### config.mk
export PLATFORM = sky130hd
export DESIGN_NAME = cordic_sweep_sequencer
export DESIGN_NICKNAME = d
export VERILOG_FILES = /design/src/rtl/cordic_sweep_sequencer.sv
export SDC_FILE = /design/constraint.sdc
export NUM_CORES = 1
export LEC_CHECK = 0
export BUFFER_PORTS_ARGS = -buffer_cell sky130_fd_sc_hd__buf_2
export CORE_MARGIN = 3
export CORE_UTILIZATION = 33
export DETAILED_ROUTE_END_ITERATION = 10
export GPL_ROUTABILITY_DRIVEN = 0
export SLEW_MARGIN = 20
export SYNTH_ARGS = -nofsm -noshare
export SYNTH_HDL_FRONTEND = slang
export SYNTH_SLANG_ARGS = --single-unit
### constraint.sdc
create_clock -name DAC_clk -period 3 [get_ports DAC_clk]
set_input_delay 0.6 -clock DAC_clk [delete_from_list [all_inputs] [get_ports DAC_clk]]
set_output_delay 0.6 -clock DAC_clk [all_outputs]
set_load 0.05 [all_outputs]
### src/rtl/cordic_sweep_sequencer.sv
// Angle-sweep sequencer for a CORDIC core: presents X_reg, pulses cordic_rst,
// qualifies done, publishes the converted angle and steps to the next one.
module cordic_sweep_sequencer #(
    parameter int W       = 8,
    parameter int MIN     = -74,
    parameter int MAX     = 127,
    parameter int STEP    = 1,
    parameter int TIMEOUT = 64,
    parameter int TW      = 8
) (
    input  logic                DAC_clk,
    input  logic                rst_n,
    input  logic                en,
    input  logic [1:0]          mode,
    input  logic                done,
    output logic                cordic_rst,
    output logic signed [W-1:0] X_reg,
    output logic                sample_valid,
    output logic signed [W-1:0] sample_x,
    output logic                sweep_done,
    output logic                timeout_err,
    output logic                busy
);

    typedef enum logic [1:0] {
        IDLE  = 2'd0,
        START = 2'd1,
        WAIT  = 2'd2
    } state_t;

    // Two guard bits keep X +/- STEP exact for any legal STEP up to MAX-MIN.
    localparam int XW = W + 2;
    localparam logic signed [XW-1:0] MIN_E  = XW'(MIN);
    localparam logic signed [XW-1:0] MAX_E  = XW'(MAX);
    localparam logic signed [XW-1:0] STEP_E = XW'(STEP);
    localparam logic [1:0] MODE_WRAP   = 2'd0;
    localparam logic [1:0] MODE_BOUNCE = 2'd1;
    localparam logic [1:0] MODE_SINGLE = 2'd2;
    localparam logic DIR_UP   = 1'b0;
    localparam logic DIR_DOWN = 1'b1;

    state_t                state_r;
    state_t                state_s;
    logic                  dir_r;
    logic [TW-1:0]         timer_r;
    logic                  armed_r;
    logic signed [XW-1:0]  x_ext_s;
    logic signed [XW-1:0]  x_up_s;
    logic signed [XW-1:0]  x_dn_s;
    logic signed [W-1:0]   next_x_s;
    logic                  next_dir_s;
    logic                  finish_s;
    logic                  accept_s;
    logic                  timeout_hit_s;

    assign x_ext_s = {{2{X_reg[W-1]}}, X_reg};
    assign x_up_s  = x_ext_s + STEP_E;
    assign x_dn_s  = x_ext_s - STEP_E;
    assign busy    = (state_r != IDLE);

    // done only counts once it has been seen low after the start pulse.
    assign accept_s      = (state_r == WAIT) && armed_r && done;
    assign timeout_hit_s = (TIMEOUT != 0) && (state_r == WAIT) &&
                           (timer_r == TW'(TIMEOUT - 1)) && !accept_s;

    // Next-angle selection for the mode sampled at the accepting edge.
    always_comb begin
        next_x_s   = X_reg;
        next_dir_s = dir_r;
        finish_s   = 1'b0;
        case (mode)
            MODE_WRAP: begin
                if (x_up_s > MAX_E) begin
                    next_x_s = MIN_E[W-1:0];
                end else begin
                    next_x_s = x_up_s[W-1:0];
                end
            end
            MODE_BOUNCE: begin
                if (dir_r == DIR_UP) begin
                    if (x_up_s > MAX_E) begin
                        next_dir_s = DIR_DOWN;
                        next_x_s   = x_dn_s[W-1:0];
                    end else begin
                        next_x_s   = x_up_s[W-1:0];
                    end
                end else begin
                    if (x_dn_s < MIN_E) begin
                        next_dir_s = DIR_UP;
                        next_x_s   = x_up_s[W-1:0];
                    end else begin
                        next_x_s   = x_dn_s[W-1:0];
                    end
                end
            end
            MODE_SINGLE: begin
                if (x_up_s > MAX_E) begin
                    finish_s = 1'b1;
                end else begin
                    next_x_s = x_up_s[W-1:0];
                end
            end
            default: begin
                next_x_s = X_reg;
            end
        endcase
    end

    // Next-state logic.
    always_comb begin
        state_s = state_r;
        case (state_r)
            IDLE: begin
                if (en && !sweep_done) begin
                    state_s = START;
                end else begin
                    state_s = IDLE;
                end
            end
            START: begin
                state_s = WAIT;
            end
            WAIT: begin
                if (accept_s) begin
                    if (en && !finish_s) begin
                        state_s = START;
                    end else begin
                        state_s = IDLE;
                    end
                end else if (timeout_hit_s) begin
                    state_s = START;
                end else begin
                    state_s = WAIT;
                end
            end
            default: begin
                state_s = IDLE;
            end
        endcase
    end

    // State register.
    always_ff @(posedge DAC_clk) begin
        if (!rst_n) begin
            state_r <= IDLE;
        end else begin
            state_r <= state_s;
        end
    end

    // Datapath: angle, direction, watchdog, handshake and published sample.
    always_ff @(posedge DAC_clk) begin
        if (!rst_n) begin
            X_reg        <= MIN_E[W-1:0];
            dir_r        <= DIR_UP;
            cordic_rst   <= 1'b0;
            sample_valid <= 1'b0;
            sample_x     <= {W{1'b0}};
            sweep_done   <= 1'b0;
            timeout_err  <= 1'b0;
            timer_r      <= {TW{1'b0}};
            armed_r      <= 1'b0;
        end else begin
            cordic_rst   <= (state_r == START);
            sample_valid <= accept_s;
            case (state_r)
                IDLE: begin
                    if (!en) begin
                        sweep_done <= 1'b0;
                        X_reg      <= MIN_E[W-1:0];
                        dir_r      <= DIR_UP;
                    end
                end
                START: begin
                    timer_r <= {TW{1'b0}};
                    armed_r <= 1'b0;
                end
                WAIT: begin
                    timer_r <= timer_r + TW'(1);
                    if (!done) begin
                        armed_r <= 1'b1;
                    end
                    if (accept_s) begin
                        sample_x <= X_reg;
                        X_reg    <= next_x_s;
                        dir_r    <= next_dir_s;
                        if (finish_s) begin
                            sweep_done <= 1'b1;
                        end
                    end
                    if (timeout_hit_s) begin
                        timeout_err <= 1'b1;
                    end
                end
                default: begin
                    armed_r <= 1'b0;
                end
            endcase
        end
    end

endmodule

## Word-level counts from Yosys, hierarchy flattened

Cells that the tools add are included.

- $add $sub $neg: 3
- Order comparisons: 2
- Eq/ne operators: 12
- Mux-type cells: 28
- Bitwise logic cells: 1
- Reductions and logical operators: 20

Operators by type and width:

| cell | number |
|---|---|
| $mux W8 | 7 |
| $pmux W8 S2 | 2 |
| $pmux W8 S3 | 1 |
| $mux W1 | 12 |
| $add A8 B2 Y9 const B | 1 |
| $gt A9 B8 Y1 const B | 1 |
| $lt A9 B8 Y1 const B | 1 |
| $sub A8 B2 Y9 const B | 1 |
| $add A8 B1 Y8 const B | 1 |
| $eq A8 B6 Y1 const B | 1 |
| $ne A2 B2 Y1 const B | 4 |
| $reduce_and A4 Y1 | 2 |
| $logic_and A1 B1 Y1 | 6 |
| $pmux W1 S2 | 3 |
| $pmux W2 S3 | 1 |
| $reduce_and A2 Y1 | 3 |
| $reduce_bool A2 Y1 | 3 |
| $reduce_and A5 Y1 | 1 |
| $eq A2 B1 Y1 const B | 2 |
| $eq A2 B2 Y1 const B | 2 |
| $logic_not A2 Y1 | 2 |
| $mux W2 | 2 |
| $ne A4 B1 Y1 const B | 1 |
| $logic_not A1 Y1 | 3 |
| other kinds (3) | 3 |

- Bits in registers: 32
- Input bits: 6
- Output and inout port bits: 21
- Word-level logic and storage cells: 76

## Logic depth before layout (Yosys ltp)

Gate-level depths: netlist of the first run.

- Depth after elaboration: 9
- Depth in mapped cells: 11
- Mapped depth without buffers: 9

## Least setup slack after synthesis of the first run

No wires, ideal clock.

- Path type: register to register
- Start point: reg X_reg[0]
- End point: reg X_reg[3]
- Setup time: 0.139 ns
- Arrival time: 3.030 ns
- Data required time: 2.861 ns
- Slack: -0.169 ns
- Stages on the path, launching flop included: 11
- Path buffers: 1
- Path through: dfxtp_1 clkbuf_1 inv_1 ha_1 or3b_2 o211ai_1 o32ai_1 a22o_4 o32a_1 a221oi_2 a221oi_1

- Cells in the longest elaborated chain, start to end: 7

RTL lines:

| element | RTL line | source |
|---|---|---|
| start, declared | 17 | `output logic signed [W-1:0] X_reg,` |
| start signal, assigned | 154 | `X_reg <= MIN_E[W-1:0];` |
| start signal, assigned | 170 | `X_reg <= MIN_E[W-1:0];` |
| start signal, assigned | 185 | `X_reg <= next_x_s;` |
| $add A8 B2 Y9 / $sub A8 B2 Y9 (equally long branches) | 57, 58 |  |
| $gt A9 B8 Y1 / $lt A9 B8 Y1 (equally long branches) | n/a |  |
| $mux W8, on equally long branches | 81, 88 |  |
| $mux W8 | 80 | `if (dir_r == DIR_UP) begin` |
| $pmux W8 S3 | 71 | `case (mode)` |
| $mux W8 | 183 | `if (accept_s) begin` |
| $pmux W8 S2 | 166 | `case (state_r)` |

Parallel ways exist; a longest one is shown, timed or not. The select of a mux whose other input is x is not followed.
A chain may end at the register's enable or synchronous reset.

## Worst setup path in the final report of the first run

- Start point: reg X_reg[1]
- End point: reg X_reg[3]

The elaborated chain is that of the path after synthesis.

==> metrics.txt, run 1 <==
num ports 27; Synth Instances 299; DR vias 2292; fraction of layout cells with a size suffix above 1 17.6%; num rows 29; via-per-instance ratio 5.72; crit path kind reg2reg; Synth Area in XOR/XNOR 5.02%; first-pass iteration count of the detailed router 4; Peak Freq 359 MHz; H-tree depth 2; Setup TNS 0 ns; DR iter-0 viols 306; initial antenna violation count 0; clk sinks 32; Synth Cell Area 2270 sq um; clock root buffer clkbuf_8; mux cell area share after synthesis 1.82%; Total GRT Usage 17.3%; Synth area leader dfxtp_1; max incr delay on CP 0.48 ns; CTS hold repair buffers 0; Cell Pwr Density 371 nW/um^2; yosys warns 0; Synth-to-Final Area Change 14.1%; Die Wd 88.9 um; ANT cells 0; Pins Over Slew Limit 0; setup-violating endpoint count in the final report 0; Slowest-stage cell, CP or3b_2; startpoint type of the worst setup path register; Clock Skew 0.00631 ns; Tcrit/Tclk final 92.7%; fraction of registers with async set/reset 0%; filler cell count 680; Final HPWL DP 4.78 mm; maxcap violations 0; DIE HEIGHT 88.9 um; Avg Cell Area, Syn 7.58 sq um; Worst Reg-to-Reg Cells 9; peak supply drop 203 uV; routed len/inst 16.0 um; pin count of the biggest net entering global routing 22; Hold Crit Depth 2; # DRC 0; Power Total 958 uW; EDFF count, synth 0; Post-CTS Setup Bufs 0; Num CTS Buffers 5; Routed WL 6.43 mm; Layout Nets 340; clk_lat worst skew 0.29 ns; GR Overflow Total 0; Worst-path clk slew 0.07 ns; Most used DFF post-synth dfxtp_1; Multi-input gate area 1490 sq um; CTS tree yes; adder and majority cell fraction of the synthesized area 6.07%; post-synthesis sequential area ratio 28.3%; crit path DAT 2.92 ns; CTS max path bufs 2; reg2reg setup slack 0.22 ns; worst path required time 3.13 ns; Final Hold Fails 0; Min-Delay Path Class reg2reg; Area contributors post-synth dfxtp_1 (28%), nand2_1 (7.1%), ha_1 (6.1%); Port Buffers 26; Seq cells post-synth 32; post-synthesis simple-gate area fraction 24.7%; Post-DRT Antenna Nets 0; Yosys top cell area share 28.3%; fin crit period 2.78 ns; post-cts resize count 0; Tightest Pin Transition 0.702 ns; core area 6490 sq um; Die Footprint 7900 sq um; Synth Area in Compound Gates 27.9%; status finished, final reports clean; unrepaired setup endpoints after global routing false; Starting Density 34.9%; vias in the first global route 2154; Leak 0.00101 uW; Slew headroom 53.1%; Worst setup EP type register; Register Area 646 sq um; first-pass GRT wire length 10.5 mm; Crit Path Max Fanout 13; Synth Net Count 316; crit-path cells inv_1, ha_1, or3b_2, o211ai_1, o32ai_1, a22o_4, o32a_1, a221oi_2, a221oi_1; library cells used by synthesis 60; largest family of logic cells by synthesized area compound AO/OA/AOI/OAI gates
-- cell type report --
type / count / area share, %
Inverter: 13 / 1.89
Multi-Input combinational cell: 234 / 57.6
Clock buffer: 7 / 3.34
Sequential cell: 32 / 25.0
Timing Repair Buffer: 37 / 8.23
Clock inverter: 1 / 0.290
Tap cell: 77 / 3.73
-- per-stage QoR --
step                cell area (sq um)  worst slack [ns]  hold slack [ns]  instances  util (%)
detailed placement               2490             0.177            0.447        393      38.3
CTS                              2580             0.172            0.457        401      39.7
floorplan                        2270           0.00561            0.479        299         -
global placement                 2490             0.255            0.443        393      38.3
global route                     2580            0.0115            0.476        401      39.8
finish                           2580             0.218            0.453        401      39.8
-- path summary, 6_finish.rpt --
path,start,end
min,sample_x[7],sample_x[7]
max reg2reg,X_reg[1],X_reg[3]
min reg2reg,sample_x[7],sample_x[7]
max,X_reg[1],X_reg[3]
-- metal layers --
layer	track usage, %	routed length, um
met2	26.9	2880
met5	0	0
met3	3.17	383
met1	23.1	3000
met4	7.55	171
-- kinds of logic after synthesis --
group,after synthesis
AOI/OAI and AO/OA,87
buffers and inverters,33
adders and majority gates,11
and+or+nand+nor,119
muxes,4
DFF,32
xor gates and xnor gates,13
-- report_power, final --
| group | switching, uW | internal (uW) | leakage (uW) |
|---|---|---|---|
| Clock | 174 | 186 | 0.0000445 |
| Combinational | 106 | 50.8 | 0.000708 |
| Sequential | 8.41 | 432 | 0.000259 |
-- layout by cell type, fill, tap and decap left out, types with 2 or more instances in the layout --
cell type	count
nand2_1	43
dfxtp_1	30
nor2_1	28
buf_2	26
a21oi_1	22
inv_1	13
nand3_1	12
ha_1	11
buf_4	11
o21ai_1	7
xor2_1	7
xnor2_1	6
o211ai_1	6
o21ai_0	6
nand2b_1	6
clkbuf_8	6
and2_1	5
o31ai_1	5
a31oi_1	5
and3_1	4
nor3_1	4
a211oi_1	4
nor4_1	3
nand4_1	3
mux2i_1	3
o211a_1	2
o21ai_2	2
or4_1	2
or2_1	2
o21bai_1	2
and4_1	2
o21a_1	2
o2111ai_1	2
a21boi_0	2
a221oi_1	2
-- synth_stat cells (2+ instances only) --
library cell and count:
a31oi_1 5, xor2_1 7, o21a_1 2, buf_1 3, dfxtp_1 32, nor3_1 4, clkbuf_1 14, buf_6 2
a21oi_1 22, nand2_1 43, o2111ai_1 2, a221oi_1 2, and2_1 5, o21ai_2 2, or2_1 2, a21boi_0 2
inv_1 13, o31ai_1 5, o211a_1 2, ha_1 11, nand3_1 12, and4_1 2, mux2i_1 3, nand2b_1 6
o21ai_0 6, o211ai_1 6, and3_1 4, xnor2_1 6, or4_1 2, o21ai_1 7, o21bai_1 2, nor2_1 28
nor4_1 3, nand4_1 3, a211oi_1 4
-- worst max-delay path, delay by kind of cell (launching register included) --
kind | cells | cell delay, ns
AND/OR/NAND/NOR | 1 | 0.48
AO/OA/AOI/OAI | 6 | 1.21
adder cells (fa/ha/maj) | 1 | 0.37
flip-flops | 1 | 0.44
buffers and inverters | 1 | 0.12
Note: power is estimated with default switching activity, not from simulation.
==> run 2: changes to the inputs <==
--- a/config.mk
+++ b/config.mk
@@ -10,6 +10,7 @@
 export CORE_UTILIZATION = 33
 export DETAILED_ROUTE_END_ITERATION = 10
 export GPL_ROUTABILITY_DRIVEN = 0
+export SETUP_SLACK_MARGIN = 0.3
 export SLEW_MARGIN = 20
 export SYNTH_ARGS = -nofsm -noshare
 export SYNTH_HDL_FRONTEND = slang
==> run 2 against run 1 <==
Largest power group unchanged. Largest cell class unchanged. Cell area grew 1.6%. Global-route usage shrank 0.56 points. Utilization up 0.65 points. Critical path type unchanged.
==> metrics.txt, run 2 (same netlist as run 1, synthesis figures left out) <==
DR vias 2275 (-0.74%); Final Hold Fails 0 (unchanged); Top delay family on crit path compound AO/OA/AOI/OAI gates; Final HPWL DP 4.63 mm (-3.2%); Num CTS Buffers 5 (unchanged); first-pass iteration count of the detailed router 5 (+1); status finished, final reports clean; pin count of the biggest net entering global routing 22 (unchanged); crit path DAT 2.79 ns (-0.13 ns); Cell Pwr Density 385 nW/um^2 (+4.0%); Hold Crit Depth 2 (unchanged); reg-to-reg endpoint X_reg[1]; DR iter-0 viols 252 (-18%); highest-count cells in the layout ignoring fill and taps nand2_1 (43), dfxtp_1 (29), nor2_1 (28); Port Buffers 26 (unchanged); Post-DRT Antenna Nets 0 (unchanged); CTS max path bufs 2 (unchanged); num ports 27 (unchanged); Pint 726 uW (+8.5%); clk sinks 32 (unchanged); Die Wd 88.9 um (unchanged); commonest non-fill, non-tap cell in the layout nand2_1; Crit Path Max Fanout 14 (+1); Hold Path End sample_x[0]; max incr delay on CP 0.47 ns (about the same); Peak Freq 387 MHz (+7.8%); Worst setup EP type register; R2R Path Start X_reg[0]; num rows 29 (unchanged); crit path kind reg2reg; Leak 0.00102 uW (+0.50%); worst path required time 3.21 ns (+0.08 ns); Power Total 1010 uW (+5.7%); Slowest-stage cell, CP or3b_2; hold_sp sample_x[0]; Die Footprint 7900 sq um (unchanged); Worst Reg-to-Reg Cells 9 (unchanged); setup-violating endpoint count in the final report 0 (unchanged); vias in the first global route 2098 (-2.6%); reg2reg setup slack 0.42 ns (+0.20 ns); ANT cells 0 (unchanged); Setup TNS 0 ns (unchanged); unrepaired setup endpoints after global routing false; Total GRT Usage 16.7% (-0.56 points); initial antenna violation count 0 (unchanged); Starting Density 34.9% (unchanged); Tightest Pin Transition 0.674 ns (-0.0279 ns); fin crit period 2.58 ns (-0.201 ns); Min-Delay Path Class reg2reg; GR Overflow Total 0 (unchanged); Routed WL 6.37 mm (-0.93%); # DRC 0 (unchanged); routed len/inst 15.9 um (-0.69%); Worst-path clk slew 0.07 ns (about the same); CP bufs+invs 1 (unchanged); Clock Skew 0.00885 ns (+0.00254 ns); startpoint type of the worst setup path register; crit-path cells inv_4, ha_4, or3b_2, o211ai_1, o32ai_2, a22o_4, o21ai_2, mux2_1, a31oi_1; share of power burned in registers 43.5% (-2.5 points); fraction of layout cells with a size suffix above 1 19.8% (+2.2 points); via-per-instance ratio 5.69 (-0.49%); clock root buffer clkbuf_8; Slew headroom 55.0% (+1.9 points); Layout Nets 339 (-0.29%); Tcrit/Tclk final 86.0% (-6.7 points); clk_lat worst skew 0.29 ns (about the same); Net Switching 286 uW (-0.76%); Synth-to-Final Area Change 16.0%; Pins Over Slew Limit 0 (unchanged); Logic pwr share 15.3% (-1.1 points); peak supply drop 271 uV (+33%); Clk pwr share 41.2% (+3.6 points); CTS tree yes; maxcap violations 0 (unchanged); H-tree depth 2 (unchanged); core area 6490 sq um (unchanged); Switching Fraction 28.3% (-1.8 points); first-pass GRT wire length 10.3 mm (-2.6%); DIE HEIGHT 88.9 um (unchanged)
run 2: metal layers:
| metal | share of wire (%) | track usage (%) |
|---|---|---|
| met1 | 45 | 22.3 |
| met5 | 0 | 0 |
| met4 | 2.6 | 6.59 |
| met3 | 7.6 | 4.00 |
| met2 | 45 | 25.8 |
run 2: final cells by class:
cell class / instances / area (sq um)
repair buffers: 36 / 205
clock inverters: 3 / 42.5
clock buffers: 5 / 68.8
flip-flops and latches: 32 / 649
fillers: 667 / 3870
well taps: 77 / 96.3
multi-input cells: 234 / 1510
inverters: 13 / 51.3
run 2: repair_timing:
item / CTS / global route
pin swaps: 0 / 1
setup buffers: 0 / 1
gates resized for setup: 1 / 4
gates cloned: 0 / 0
hold buffers: 0 / 0
setup endpoints to repair: 1 / 7
run 2: metrics by stage:
stage	util [%]	hold WS [ns]	instance area (sq um)	std cells	setup slack [ns]
finish	40.5	0.452	2630	400	0.419
global route	40.5	0.474	2630	400	0.314
CTS	40.1	0.457	2610	399	0.377
detailed placement	38.4	0.446	2490	391	0.305
global placement	38.4	0.443	2490	391	0.355
floorplan	-	0.479	2300	299	0.331
run 2: worst max path at each step:
| stage | depth (start not counted) | from | slack (ns) | to |
|---|---|---|---|---|
| after CTS | 9 | X_reg[0] | 0.38 | X_reg[1] |
| after floorplan | 11 | X_reg[0] | 0.33 | X_reg[3] |
| after global routing | 9 | X_reg[0] | 0.31 | X_reg[1] |
| after detailed placement | 9 | X_reg[0] | 0.31 | X_reg[1] |
| after global placement | 9 | X_reg[0] | 0.35 | X_reg[1] |
| final | 9 | X_reg[0] | 0.42 | X_reg[1] |
run 2: worst reg2reg max path: cells and delay by family, from the launching register on:
family | cells | cell delay [ns]
buf+inv | 1 | 0.07
flops | 1 | 0.43
simple gates | 1 | 0.47
mux | 1 | 0.35
fa+ha+maj | 1 | 0.26
compound gates | 5 | 0.93
run 2: power groups by stage:
stage	Combinational, uW	Sequential [uW]	Clock [uW]
final	155	440	417
after floorplan	107	455	0
after global routing	171	441	449
after CTS	153	440	429
after detailed placement	152	450	0
after global placement	153	450	0
==> run 3: changes to the inputs <==
--- a/config.mk
+++ b/config.mk
@@ -8,6 +8,7 @@
 export BUFFER_PORTS_ARGS = -buffer_cell sky130_fd_sc_hd__buf_2
 export CORE_MARGIN = 3
 export CORE_UTILIZATION = 33
+export CTS_BUF_LIST = sky130_fd_sc_hd__clkbuf_4
 export DETAILED_ROUTE_END_ITERATION = 10
 export GPL_ROUTABILITY_DRIVEN = 0
 export SETUP_SLACK_MARGIN = 0.3
==> run 3 against run 2 <==
Power shrank 8.5%. Flip-flop and latch count is the same. Critical endpoint is now X_reg[4]. Via count grew 0.70%.
==> metrics.txt, run 3 (same netlist as run 1, synthesis figures left out) <==
status finished, final reports clean; CTS hold repair buffers 0 (unchanged); Tcrit/Tclk final 85.1% (-0.93 points); Peak Freq 392 MHz (+1.1%); Multi-input gate area 1520 sq um (+0.50%); Hold Crit Depth 2 (unchanged); initial antenna violation count 0 (unchanged); highest-count cells in the layout ignoring fill and taps nand2_1 (43), dfxtp_1 (29), nor2_1 (28); Tightest Pin Transition 0.672 ns (-0.00244 ns); crit path DAT 2.82 ns (+0.03 ns); Min-Delay Path Class reg2reg; Starting Density 34.9% (unchanged); Die Footprint 7900 sq um (unchanged); Synth-to-Final Area Change 15.9% (about the same); ANT cells 0 (unchanged); worst path required time 3.27 ns (+0.06 ns); maxcap violations 0 (unchanged); Port Buffers 26 (unchanged); clk_lat worst skew 0.33 ns (+0.04 ns); clk sinks 32 (unchanged); dpl ws 0.305 ns (unchanged); Register Area 649 sq um (unchanged); peak supply drop 290 uV (+6.9%); first-pass GRT wire length 10.2 mm (-0.67%); fin crit period 2.55 ns (-0.0279 ns); R2R Path Start X_reg[4]; Power Total 926 uW (-8.5%); DIE HEIGHT 88.9 um (unchanged); CTS max path bufs 2 (unchanged); pin count of the biggest net entering global routing 22 (unchanged); num ports 27 (unchanged); clock root buffer clkbuf_4; reg2reg setup slack 0.45 ns (+0.03 ns); vias in the first global route 2097 (-0.048%); via-per-instance ratio 5.68 (about the same); startpoint type of the worst setup path register; DR vias 2291 (+0.70%); commonest non-fill, non-tap cell in the layout nand2_1; Hold Path End sample_x[0]; fraction of layout cells with a size suffix above 1 20.6% (+0.74 points); core area 6490 sq um (unchanged); filler cell count 668 (+0.15%); Worst setup EP type register; Slew headroom 55.2% (+0.16 points); Post-Place Cells 391 (unchanged); CTS tree yes; routed len/inst 15.7 um (-1.2%); Setup TNS 0 ns (unchanged); Hold Worst Slack 0.458 ns (+0.00563 ns); DR iter-0 viols 308 (+22%); Total GRT Usage 16.3% (-0.38 points); reg-to-reg endpoint X_reg[4]; Die Wd 88.9 um (unchanged); Routed WL 6.34 mm (-0.50%); Pins Over Slew Limit 0 (unchanged); GR Overflow Total 0 (unchanged); hold_sp sample_x[0]; unrepaired setup endpoints after global routing false; Clock Skew 0.0140 ns (+0.00518 ns); Cell Pwr Density 353 nW/um^2 (-8.5%); first-pass iteration count of the detailed router 4 (-1); Final Hold Fails 0 (unchanged); # DRC 0 (unchanged); Crit Path Max Fanout 14 (unchanged); Post-DRT Antenna Nets 0 (unchanged); setup-violating endpoint count in the final report 0 (unchanged); Non-Filler Instances 403 (+0.75%); Final HPWL DP 4.63 mm (unchanged); num rows 29 (unchanged); Worst Reg-to-Reg Cells 8 (-1); crit path kind reg2reg; Worst-path clk slew 0.12 ns (+0.05 ns); Leak 0.00102 uW (+0.40%); Final WS setup 0.447 ns (+0.0279 ns); H-tree depth 2 (unchanged); Num CTS Buffers 5 (unchanged); Layout Nets 342 (+0.88%)
## run 3: cell types whose count changed in the layout (fill, tap and decap cells not counted)
cell and change:
buf_4 +3, clkbuf_4 +5, clkbuf_8 -5, o21ai_2 -1, o21ai_4 +1
## run 3: final cells by class
type	count	share of cell area (%)
clock buffers	5	1.43
clock inverters	3	1.62
inverters	13	1.95
multi-input cells	234	57.9
flip-flops and latches	32	24.7
well taps	77	3.67
repair buffers	39	8.67
## run 3: worst max path at each step
stage	startpoint	cells after the start	endpoint	slack, ns
after global routing	X_reg[1]	9	X_reg[3]	0.31
after global placement	X_reg[0]	9	X_reg[1]	0.35
after CTS	X_reg[0]	9	X_reg[1]	0.37
after floorplan	X_reg[0]	11	X_reg[3]	0.33
final	X_reg[4]	8	X_reg[4]	0.45
after detailed placement	X_reg[0]	9	X_reg[1]	0.31
## run 3: metal layers
metal | up-vias | part of all wire (%) | wire length [um] | global-route usage (%)
met5 | - | 0 | 0 | 0
li1 | 1121 | - | - | -
met2 | 90 | 45 | 2870 | 25.5
met3 | 18 | 5.6 | 357 | 3.17
met4 | 0 | 2.4 | 149 | 5.77
met1 | 1062 | 47 | 2970 | 22.3
## run 3: timing repair
action / CTS / global route
gates resized for setup: 1 / 5
pin swaps: 0 / 1
setup endpoints to repair: 1 / 7
buffers inserted: 0 / 4
## run 3: worst max-delay path: stages (launching register included)
cell	delay [ns]
dfxtp_1	0.39
buf_4	0.26
nand4_1	0.24
o31ai_2	0.52
or2_1	0.17
o2111ai_1	0.23
and2_1	0.32
a41o_1	0.24
a31oi_1	0.13
## run 3: per-stage QoR
| step | area, sq um | util (%) |
|---|---|---|
| after floorplan | 2300 | - |
| after global placement | 2490 | 38.4 |
| after detailed placement | 2490 | 38.4 |
| after CTS | 2570 | 39.6 |
| after global routing | 2630 | 40.4 |
| final | 2630 | 40.4 |
## run 3: power by group
part / total, uW / switching, uW / internal [uW]
registers: 440 / 8.98 / 431
logic: 158 / 107 / 50.5
clock network: 329 / 155 / 174
